===== src/rtl/uart_fifo_wr_arbiter.sv =====
// Round-robin write-port arbiter in front of a uart_fifo.
// A grant is held until end of packet, the burst limit, or the owner idle watchdog.
module uart_fifo_wr_arbiter #(
    parameter int DATA_SIZE    = 8,
    parameter int NUM_REQ      = 2,
    parameter int ID_WIDTH     = $clog2(NUM_REQ),
    parameter int MAX_BURST    = 16,
    parameter int IDLE_TIMEOUT = 16
) (
    input  logic                           clk,
    input  logic                           reset_n,
    input  logic [NUM_REQ-1:0]             req_valid,
    input  logic [NUM_REQ*DATA_SIZE-1:0]   req_data,
    input  logic [NUM_REQ-1:0]             req_last,
    output logic [NUM_REQ-1:0]             req_ready,
    input  logic                           fifo_full,
    output logic                           fifo_wr,
    output logic [DATA_SIZE-1:0]           fifo_w_data,
    output logic [ID_WIDTH-1:0]            grant_id,
    output logic                           busy
);

    typedef enum logic {IDLE, LOCK} state_t;

    state_t              state_q, state_d;
    logic [ID_WIDTH-1:0] grant_q, grant_d;
    logic [ID_WIDTH-1:0] rr_q, rr_d;
    logic [7:0]          burst_q, burst_d;
    logic [7:0]          idle_q, idle_d;

    logic [DATA_SIZE-1:0] slice [NUM_REQ];
    logic                 found;
    logic [ID_WIDTH-1:0]  winner;
    logic [ID_WIDTH-1:0]  next_ptr;
    logic                 own_valid;
    logic                 own_last;
    logic                 xfer;
    logic                 release_lock;

    for (genvar g = 0; g < NUM_REQ; g++) begin : g_slice
        assign slice[g] = req_data[g*DATA_SIZE +: DATA_SIZE];
    end

    // Search starts at rr_q and wraps, so the previous owner is looked at last.
    always_comb begin : rr_search
        int unsigned         scan;
        logic [ID_WIDTH-1:0] cand;
        found  = 1'b0;
        winner = rr_q;
        scan   = 0;
        cand   = '0;
        for (int unsigned k = 0; k < NUM_REQ; k++) begin
            scan = 32'(rr_q) + k;
            if (scan >= NUM_REQ) begin
                scan = scan - NUM_REQ;
            end
            cand = ID_WIDTH'(scan);
            if (!found && req_valid[cand]) begin
                found  = 1'b1;
                winner = cand;
            end
        end
    end

    assign next_ptr  = (grant_q == ID_WIDTH'(NUM_REQ-1)) ? '0 : grant_q + 1'b1;
    assign own_valid = req_valid[grant_q];
    assign own_last  = req_last[grant_q];

    always_comb begin
        state_d      = state_q;
        grant_d      = grant_q;
        rr_d         = rr_q;
        burst_d      = burst_q;
        idle_d       = idle_q;
        req_ready    = '0;
        fifo_wr      = 1'b0;
        fifo_w_data  = '0;
        xfer         = 1'b0;
        release_lock = 1'b0;
        case (state_q)
            IDLE: begin
                if (found) begin
                    state_d = LOCK;
                    grant_d = winner;
                    burst_d = '0;
                    idle_d  = '0;
                end
            end
            LOCK: begin
                req_ready[grant_q] = ~fifo_full;
                xfer               = own_valid & ~fifo_full;
                fifo_wr            = xfer;
                fifo_w_data        = slice[grant_q];
                // Stalls on fifo_full with valid high leave idle_q untouched.
                if (xfer) begin
                    burst_d = burst_q + 8'd1;
                    idle_d  = '0;
                end else if (!own_valid) begin
                    idle_d = idle_q + 8'd1;
                end
                release_lock = (xfer && (own_last || burst_q == 8'(MAX_BURST-1)))
                            || (!own_valid && idle_q == 8'(IDLE_TIMEOUT-1));
                if (release_lock) begin
                    state_d = IDLE;
                    rr_d    = next_ptr;
                end
            end
            default: state_d = IDLE;
        endcase
    end

    always_ff @(posedge clk or negedge reset_n) begin
        if (!reset_n) begin
            state_q <= IDLE;
            grant_q <= '0;
            rr_q    <= '0;
            burst_q <= '0;
            idle_q  <= '0;
        end else begin
            state_q <= state_d;
            grant_q <= grant_d;
            rr_q    <= rr_d;
            burst_q <= burst_d;
            idle_q  <= idle_d;
        end
    end

    assign grant_id = grant_q;
    assign busy     = (state_q == LOCK);

endmodule


===== config.mk =====
export PLATFORM = sky130hd
export DESIGN_NAME = uart_fifo_wr_arbiter
export DESIGN_NICKNAME = d
export VERILOG_FILES = /design/src/rtl/uart_fifo_wr_arbiter.sv
export SDC_FILE = /design/constraint.sdc
export NUM_CORES = 1
export LEC_CHECK = 0
export ABC_AREA = 1
export CAP_MARGIN = 10
export CORE_MARGIN = 2
export CORE_UTILIZATION = 51
export DETAILED_ROUTE_END_ITERATION = 10
export GPL_TIMING_DRIVEN = 0
export PLACE_DENSITY = 0.89
export SETUP_SLACK_MARGIN = 0.05
export SLEW_MARGIN = 10
export SYNTH_ARGS = -nofsm -noshare
export SYNTH_HDL_FRONTEND = slang
export SYNTH_SLANG_ARGS = --single-unit

===== constraint.sdc =====
create_clock -name clk -period 3.33 [get_ports clk]
set_input_delay 0.666 -clock clk [delete_from_list [all_inputs] [get_ports clk]]
set_output_delay 0.666 -clock clk [all_outputs]
set_load 0.01 [all_outputs]

==> results.ini, run 1 <==
[worst_setup_path]
path_max_fanout=9
slowest_stage=clkdlybuf4s50_1
r2r_slack_ps=2020
startpoint=req_valid[1]
required_ps=2660
rr_startpoint=burst_q[0]$_DFFE_PN0P_
crit_type=in -> out
cp-start-kind=input port
reg2reg_depth=7
critPathCapture=fifo_wr
rr_endpoint=rr_q$_DFFE_PN0P_
path_common_cell=clkdlybuf4s50_1
critPathCaptureType=primary output
path_cells=clkdlybuf4s50_1 -> nand2_2 -> nand2_4 -> inv_2 -> nor2_8 -> clkdlybuf4s50_1
crit_arrival_ps=2140
max_stage_delay_ps=560

[route]
drtIter0Drc=33
wl_um=2770
num_vias=1278
dr.pass1.iters=4
route.detailed.drc=0
vias_per_cell=5.01
wire_per_inst_um=10.9
ant_nets=0

[sta]
fmax_mhz=357
maxSlewHeadroom=0.426
finClkSkew_ps=2.76
fin_crit_sh=0.842
worst_slew_pin_slew_ps=859
hold_violations=0
setup_viol=0
fin_setup_tns_ps=0
min_period_ps=2800
drv_slew=0
rsz0062_at_grt=no
layout_setup_ws_ps=527
fin_hold_ws_ps=511

[grt]
grt_start_max_net_pins=20
antenna_found_initial=0
grt_pass1_wl_um=4570
grt.overflow.total=0
grt_use_total=0.216
grt_pass1_vias=1085

[floorplanning]
ios=36
die_area_um2=2880
die_x_um=53.7
core_area_um2=2410
initial_utilization=0.523
die_h_um=53.7
fp-row-count=18

[placed_design]
io_buffers=35
gp_congestion=0.832
place_hpwl_um=2180
dpl_worst_slack_ps=523
placed_cells=251

[clock_network]
ctsHoldBuffers=0
clockRootBuffer=clkbuf_4
cts.sinks=19
htree_levels=1
cts_buffer_depth=2
cts_buffers=3
path_clk_slew_ps=110
clock_latency_ps=300
cts_resized=0
post_cts.repair.setup_buffers=0
cts_tree=built

[synth]
synth_edf_count=0
synthTopCellsByCount=nand2_1 (41), nor2_1 (35), inv_1 (21)
synth_cell_types=24
syn_avg_cell_area_um2=6.77
syn_inst=186
synth_most_common_cell=nand2_1
yosys.area.top_type=dfrtp_1
yosys_warnings=0
synth_area_leaders=dfrtp_1 (38%), nand2_1 (12%), nor2_1 (10%)
postSynth.asyncResetShare=1.00
synth_top_area_frac=0.377
synth.net_count=211
yosysSeqAreaShare=0.377
synth_top_flop_cell=dfrtp_1
ys_seq_elements=19
synthesis.area_um2=1260

[job]
drv_cap=0

[power]
p_leak_nw=0.815
p_per_area_nw_per_um2=622
ir_worst_vdd_mv=0.403

[final_layout]
synthToLayoutAreaGrowth_pct=32.9
n_fill_cell=204
final_layout_size_suffix_gt1_frac=0.0889
multi_input_area_um2=667
seqCellArea_um2=475
layout.cells.non_filler=255
diodes=0
fin_nets=251

[status]
outcome=finished clean

[min_path]
holdCritPathClass=reg -> reg

## metal layers
metal / global-route usage / vias to the layer above / wire length (µm)
li1: - / 668 / -
met1: 0.270 / 556 / 1150
met3: 0.0417 / 4 / 320
met4: 0.0897 / 0 / 46
met2: 0.362 / 50 / 1250
met5: 0 / - / 0
## worst min-delay path by stage
stage                                   to  cells past startpoint                   start
floorplan           burst_q[0]$_DFFE_PN0P_                      0                 reset_n
CTS                 burst_q[0]$_DFFE_PN0P_                      1  burst_q[0]$_DFFE_PN0P_
detailed placement   idle_q[1]$_DFFE_PN0P_                      2   idle_q[1]$_DFFE_PN0P_
global route        burst_q[0]$_DFFE_PN0P_                      1  burst_q[0]$_DFFE_PN0P_
finish              burst_q[0]$_DFFE_PN0P_                      1  burst_q[0]$_DFFE_PN0P_
global placement    burst_q[1]$_DFFE_PN0P_                      2  burst_q[1]$_DFFE_PN0P_
## registers in the layout, indices dropped and copies added, names as in the netlist
register	count
burst_q	8
idle_q	8
busy	1
grant_id	1
rr_q	1
## worst max-delay path: cells and delay by family
family | cells | cell delay, ps
and+or+nand+nor | 3 | 330
buffers and inverters | 3 | 1140
## where the power goes
part	total, W	switching [W]	internal (W)
Sequential	0.000365	0.0000670	0.000298
Clock	0.000121	0.0000746	0.0000467
Combinational	0.000555	0.000291	0.000264
## area by class of cell
class	count	area share
multi-input combinational	138	0.398
sequential	19	0.284
clock buffer	4	0.0157
timing repair buffer	35	0.209
buffer	4	0.0142
inverter	25	0.0561
tap	30	0.0224
## through the flow
| stage | total power (W) | cell area, µm² | utilization |
|---|---|---|---|
| 2_1_floorplan | 0.000702 | 1260 | - |
| 3_5_place_dp | 0.000928 | 1650 | 0.684 |
| 6_report | 0.00104 | 1670 | 0.695 |
| 3_3_place_gp | 0.000914 | 1650 | 0.684 |
| 4_1_cts | 0.00105 | 1670 | 0.695 |
| 5_1_grt | 0.00114 | 1670 | 0.695 |
## placed cells by master (no fill, tap or decap), drive strengths merged
cell type      Yosys  layout
clkdlybuf4s50      0      35
xor2               3       3
nor2              36      36
xnor2              1       1
clkbuf             1       5
nand3             20      20
o22ai              1       1
nand4              2       2
o21ai             20      20
inv               25      25
dfrtp             19      19
nor3               1       1
ha                 2       2
or2                1       1
buf                3       3
a21oi              2       2
o211ai             1       1
nand2             48      48
## cells by family after synthesis
group | synth area share
adders and majority gates | 0.0199
buffers and inverters | 0.0933
xor gates and xnor gates | 0.0278
DFF | 0.377
and+or+nand+nor | 0.383
AOI/OAI and AO/OA | 0.0983
Power figures use the tool's default switching activity.
==> run 2, diff against run 1 <==
--- a/config.mk
+++ b/config.mk
@@ -8,10 +8,10 @@
 export ABC_AREA = 1
 export CAP_MARGIN = 10
 export CORE_MARGIN = 2
-export CORE_UTILIZATION = 51
+export CORE_UTILIZATION = 47
 export DETAILED_ROUTE_END_ITERATION = 10
 export GPL_TIMING_DRIVEN = 0
-export PLACE_DENSITY = 0.89
+export PLACE_DENSITY = 0.83
 export SETUP_SLACK_MARGIN = 0.05
 export SLEW_MARGIN = 10
 export SYNTH_ARGS = -nofsm -noshare
==> constraint.sdc (replaced) <==
create_clock -name clk -period 2.8 [get_ports clk]
set_input_delay 0.56 -clock clk [delete_from_list [all_inputs] [get_ports clk]]
set_output_delay 0.56 -clock clk [all_outputs]
set_load 0.01 [all_outputs]
==> results.ini, run 2 (synthesis results as in run 1) <==
[sta]
maxSlewHeadroom=0.390  ; -0.0358
fin_setup_tns_ps=0  ; unchanged
hold_violations=0  ; unchanged
finClkSkew_ps=10.3  ; +7.59 ps
min_period_ps=2590
drv_slew=0  ; unchanged
setup_viol=0  ; unchanged
fmax_mhz=386
rsz0062_at_grt=no
fin_crit_sh=0.924
worst_slew_pin_slew_ps=912  ; +53.6 ps
layout_setup_ws_ps=212  ; -315 ps

[grt]
met2_usage=0.333  ; -0.0285
grt_pass1_wl_um=5170  ; +13%
grtUsageMet3=0.0349  ; -0.00678
grt_use_total=0.206  ; -0.00967
grt.met1_usage=0.270  ; +0.000469
busiest_layer=met2
grt.overflow.total=0  ; unchanged
grt_pass1_vias=1172  ; +8.0%
grt_start_max_net_pins=20  ; unchanged
antenna_found_initial=0  ; unchanged

[clock_network]
clock_latency_ps=310  ; about the same
cts_buffers=3  ; unchanged
path_clk_slew_ps=110  ; about the same
cts.sinks=19  ; unchanged
clockRootBuffer=clkbuf_4
cts_tree=built
htree_levels=1  ; unchanged
cts_buffer_depth=2  ; unchanged
ctsHoldBuffers=0  ; unchanged

[floorplanning]
core_area_um2=2500  ; +3.7%
fp-row-count=18  ; unchanged
ios=36  ; unchanged
initial_utilization=0.504  ; -0.0188
die_area_um2=3110  ; +7.9%
die_x_um=55.8  ; +3.9%
die_h_um=55.8  ; +3.9%

[power]
ir_worst_vdd_mv=0.489  ; +21%
p_per_area_nw_per_um2=746  ; +20%
total_power_w=0.00125  ; +20%
p_leak_nw=0.817  ; +0.32%

[final_layout]
top_regs=burst_q: 8 flops, idle_q: 8 flops
final_layout_size_suffix_gt1_frac=0.0933  ; +0.00444
final_cell_mix=nand2_1 (41), nor2_1 (35), clkdlybuf4s50_1 (35)
fin_area_um2=1680  ; about the same
fin_nets=251  ; unchanged
diodes=0  ; unchanged
layout.cells.most_common=nand2_1
synthToLayoutAreaGrowth_pct=33.0  ; about the same
n_fill_cell=228  ; +12%
fin_util=0.670  ; -0.0245

[worst_setup_path]
required_ps=2240  ; -420 ps
crit_arrival_ps=2030  ; -110 ps
max_stage_delay_ps=560  ; about the same
path_common_cell=clkdlybuf4s50_1
cp-start-kind=input port
slowest_stage=clkdlybuf4s50_1
r2r_slack_ps=1490  ; -530 ps
path_max_fanout=9  ; unchanged
critPathCaptureType=primary output
path_cells=clkdlybuf4s50_1 -> nand2_2 -> nand2_4 -> inv_2 -> nor2_8 -> clkdlybuf4s50_1
crit_type=in -> out

[job]
drv_cap=0  ; unchanged

[placed_design]
place_hpwl_um=2310  ; +5.7%
gp_congestion=0.806  ; -3.1%
dpl_worst_slack_ps=200  ; -323 ps
io_buffers=35  ; unchanged
placed_area_um2=1650  ; unchanged

[route]
dr.pass1.iters=4  ; unchanged
vias_per_cell=5.09  ; +1.5%
drtIter0Drc=33  ; unchanged
num_vias=1297  ; +1.5%
ant_nets=0  ; unchanged
route.detailed.drc=0  ; unchanged
wire_per_inst_um=11.5  ; +6.4%
wl_um=2940  ; +6.4%

[min_path]
holdCritPathClass=reg -> reg

[status]
outcome=finished clean

## run 2: changes by cell type in the layout (fill, tap and decap cells not counted)
| cell | before | now |
|---|---|---|
| clkbuf_1 | 2 | 1 |
| clkbuf_2 | 0 | 1 |
## run 2: final cells by class
cell class,count,area (µm²),area share
buffer,4,25.0,0.0149
clock buffer,4,26.3,0.0157
sequential,19,475,0.284
tap,30,37.5,0.0224
multi-input combinational,138,667,0.398
inverter,25,93.8,0.0560
timing repair buffer,35,350,0.209
## run 2: worst max-delay path, delay by kind of cell
family | cells | cell delay [ps]
buffers and inverters | 3 | 1130
and+or+nand+nor | 3 | 340
## run 2: final timing paths
check | start | to | depth (start not counted)
worst max-delay path | req_valid[1] | fifo_wr | 6
worst min-delay path | burst_q[0]$_DFFE_PN0P_ | burst_q[0]$_DFFE_PN0P_ | 1
worst max register to register | busy$_DFF_PN0_ | burst_q[2]$_DFFE_PN0P_ | 7
worst min register to register | burst_q[0]$_DFFE_PN0P_ | burst_q[0]$_DFFE_PN0P_ | 1
max in group asynchronous | reset_n | burst_q[5]$_DFFE_PN0P_ | 1
min in group asynchronous | reset_n | idle_q[5]$_DFFE_PN0P_ | 1
## run 2: timing repair
action / CTS / global route
buffers inserted: 0 / 0
gates resized for setup: 0 / 2
endpoints found under the setup margin: 0 / 1
## run 2: metrics by stage
step | hold slack (ps) | std cells
floorplan | 264 | 186
global placement | 486 | 251
detailed placement | 490 | 251
CTS | 507 | 255
global route | 549 | 255
finish | 509 | 255
## run 2: power breakdown
group	internal [W]	switching, W
Sequential	0.000354	0.0000815
Combinational	0.000314	0.000352
Clock	0.0000557	0.0000931
Total	0.000724	0.000526
## run 2: per-layer routing
layer / up-vias / wire (µm)
li1: 666 / -
met3: 5 / 236
met5: - / 0
met1: 582 / 1410
met4: 0 / 53
met2: 44 / 1250
==> run 3, diff against run 2 <==
--- a/config.mk
+++ b/config.mk
@@ -12,7 +12,7 @@
 export DETAILED_ROUTE_END_ITERATION = 10
 export GPL_TIMING_DRIVEN = 0
 export PLACE_DENSITY = 0.83
-export SETUP_SLACK_MARGIN = 0.05
+export SETUP_SLACK_MARGIN = 0.3
 export SLEW_MARGIN = 10
 export SYNTH_ARGS = -nofsm -noshare
 export SYNTH_HDL_FRONTEND = slang
==> results.ini, run 3 (synthesis results as in run 1) <==
[clock_network]
htree_levels=1  ; unchanged
cts.sinks=19  ; unchanged
clock_latency_ps=310  ; about the same
cts_buffer_depth=2  ; unchanged
cts_tree=built
post_cts.repair.setup_buffers=0  ; unchanged
cts_buffers=3  ; unchanged
clockRootBuffer=clkbuf_4
path_clk_slew_ps=120  ; about the same

[route]
drtIter0Drc=29  ; -12%
ant_nets=0  ; unchanged
wire_per_inst_um=11.6  ; +0.27%
num_vias=1292  ; -0.39%
vias_per_cell=5.07  ; -0.39%
route.detailed.drc=0  ; unchanged
dr.pass1.iters=4  ; unchanged
wl_um=2950  ; +0.27%

[placed_design]
placed_cells=251  ; unchanged
placed_area_um2=1650  ; unchanged
io_buffers=35  ; unchanged
gp_congestion=0.806  ; unchanged
place_hpwl_um=2310  ; unchanged

[grt]
grt_start_max_net_pins=20  ; unchanged
grt.overflow.total=0  ; unchanged
grt_use_total=0.206  ; unchanged
grt_pass1_vias=1172  ; unchanged
antenna_found_initial=0  ; unchanged
grt_pass1_wl_um=5170  ; unchanged

[sta]
maxSlewHeadroom=0.401  ; +0.0112
setup_viol=0  ; unchanged
worst_slew_pin_slew_ps=895  ; -16.8 ps
fin_setup_tns_ps=0  ; unchanged
hold_violations=0  ; unchanged
fmax_mhz=419  ; +8.6%
rsz0062_at_grt=yes
fin_crit_sh=0.851  ; -0.0731
finClkSkew_ps=9.80  ; -0.548 ps
min_period_ps=2380  ; -205 ps
drv_slew=0  ; unchanged

[power]
switching_share=0.422  ; +0.000841
p_leak_nw=0.850  ; +4.0%
p_seq_frac=0.349  ; about the same
switchingPower_w=0.000526  ; about the same
ir_worst_vdd_mv=0.486  ; -0.44%
pwr-share-comb=0.532  ; about the same
clkPwrFrac=0.119  ; about the same
p_per_area_nw_per_um2=742  ; -0.61%
internal-power_w=0.000721  ; -0.39%

[final_layout]
fin_area_um2=1680  ; +0.37%
final_cell_mix=nand2_1 (41), nor2_1 (35), clkdlybuf4s50_1 (32)
multi_input_area_um2=667  ; unchanged
synthToLayoutAreaGrowth_pct=33.5
layout.cells.most_common=nand2_1
fin_nets=251  ; unchanged
top_regs=burst_q: 8 flops, idle_q: 8 flops
final_layout_size_suffix_gt1_frac=0.0933  ; unchanged
diodes=0  ; unchanged
layout.cells.non_filler=255  ; unchanged
fin_util=0.673  ; +0.00250
n_fill_cell=225  ; -1.3%
seqCellArea_um2=475  ; unchanged

[worst_setup_path]
crit_arrival_ps=1820  ; -210 ps
slowest_stage=clkdlybuf4s50_1
required_ps=2240  ; about the same
path_cells=buf_4 -> clkbuf_4 -> o21ai_0 -> nor2_1 -> clkdlybuf4s50_1
crit_type=reg -> out
cp-start-kind=flop
max_stage_delay_ps=530  ; -30 ps
critPathCaptureType=primary output
path_max_fanout=10  ; +1

[floorplanning]
ios=36  ; unchanged
die_area_um2=3110  ; unchanged
die_h_um=55.8  ; unchanged
fp-row-count=18  ; unchanged
die_x_um=55.8  ; unchanged
initial_utilization=0.504  ; unchanged
core_area_um2=2500  ; unchanged

[status]
outcome=finished clean

[job]
drv_cap=0  ; unchanged

[min_path]
holdCritPathClass=reg -> reg

[run 3: path summary, 6_finish.rpt]
check	startpoint	endpoint	slack, ps	depth (start not counted)
worst max-delay path	busy$_DFF_PN0_	fifo_w_data[7]	420	5
worst min-delay path	burst_q[0]$_DFFE_PN0P_	burst_q[0]$_DFFE_PN0P_	510	1
worst max register to register	busy$_DFF_PN0_	burst_q[2]$_DFFE_PN0P_	1480	7
worst min register to register	burst_q[0]$_DFFE_PN0P_	burst_q[0]$_DFFE_PN0P_	510	1
max in group asynchronous	reset_n	burst_q[5]$_DFFE_PN0P_	1510	1
min in group asynchronous	reset_n	idle_q[5]$_DFFE_PN0P_	740	1
[run 3: routing by layer]
metal / global-route usage / vias up / part of all wire
li1: - / 665 / -
met5: 0 / - / 0
met1: 0.270 / 572 / 0.49
met4: 0.0906 / 0 / 0.018
met2: 0.333 / 50 / 0.42
met3: 0.0349 / 5 / 0.074
[run 3: repair_timing]
action | 4_1_cts | 5_1_grt
setup endpoints to repair | 9 | 9
hold buffers | 0 | 0
gates resized for setup | 2 | 4
[run 3: cell type report]
class,instances,area share
Buffer,4,0.0164
Clock buffer,4,0.0156
Inverter,25,0.0558
Multi-Input combinational cell,138,0.397
Sequential cell,19,0.283
Tap cell,30,0.0223
Timing Repair Buffer,35,0.211
[run 3: power groups by stage]
stage	logic [W]	registers, W	clock network, W
floorplan	0.000409	0.000426	0
global placement	0.000654	0.000436	0
detailed placement	0.000670	0.000439	0
CTS	0.000670	0.000434	0.000151
global route	0.000751	0.000448	0.000160
finish	0.000663	0.000436	0.000149
[run 3: metrics by stage]
stage               total power, W  worst slack (ps)  hold WS [ps]
finish                     0.00125               416           507
global route               0.00136               283           549
CTS                        0.00125               329           507
detailed placement         0.00111               200           490
global placement           0.00109               209           486
floorplan                 0.000835              1190           264
[run 3: critical path, delay by kind of cell (launching register included)]
| kind | cells | cell delay, ps |
|---|---|---|
| buffers and inverters | 3 | 920 |
| DFF | 1 | 380 |
| AOI/OAI and AO/OA | 1 | 110 |
| and+or+nand+nor | 1 | 90 |
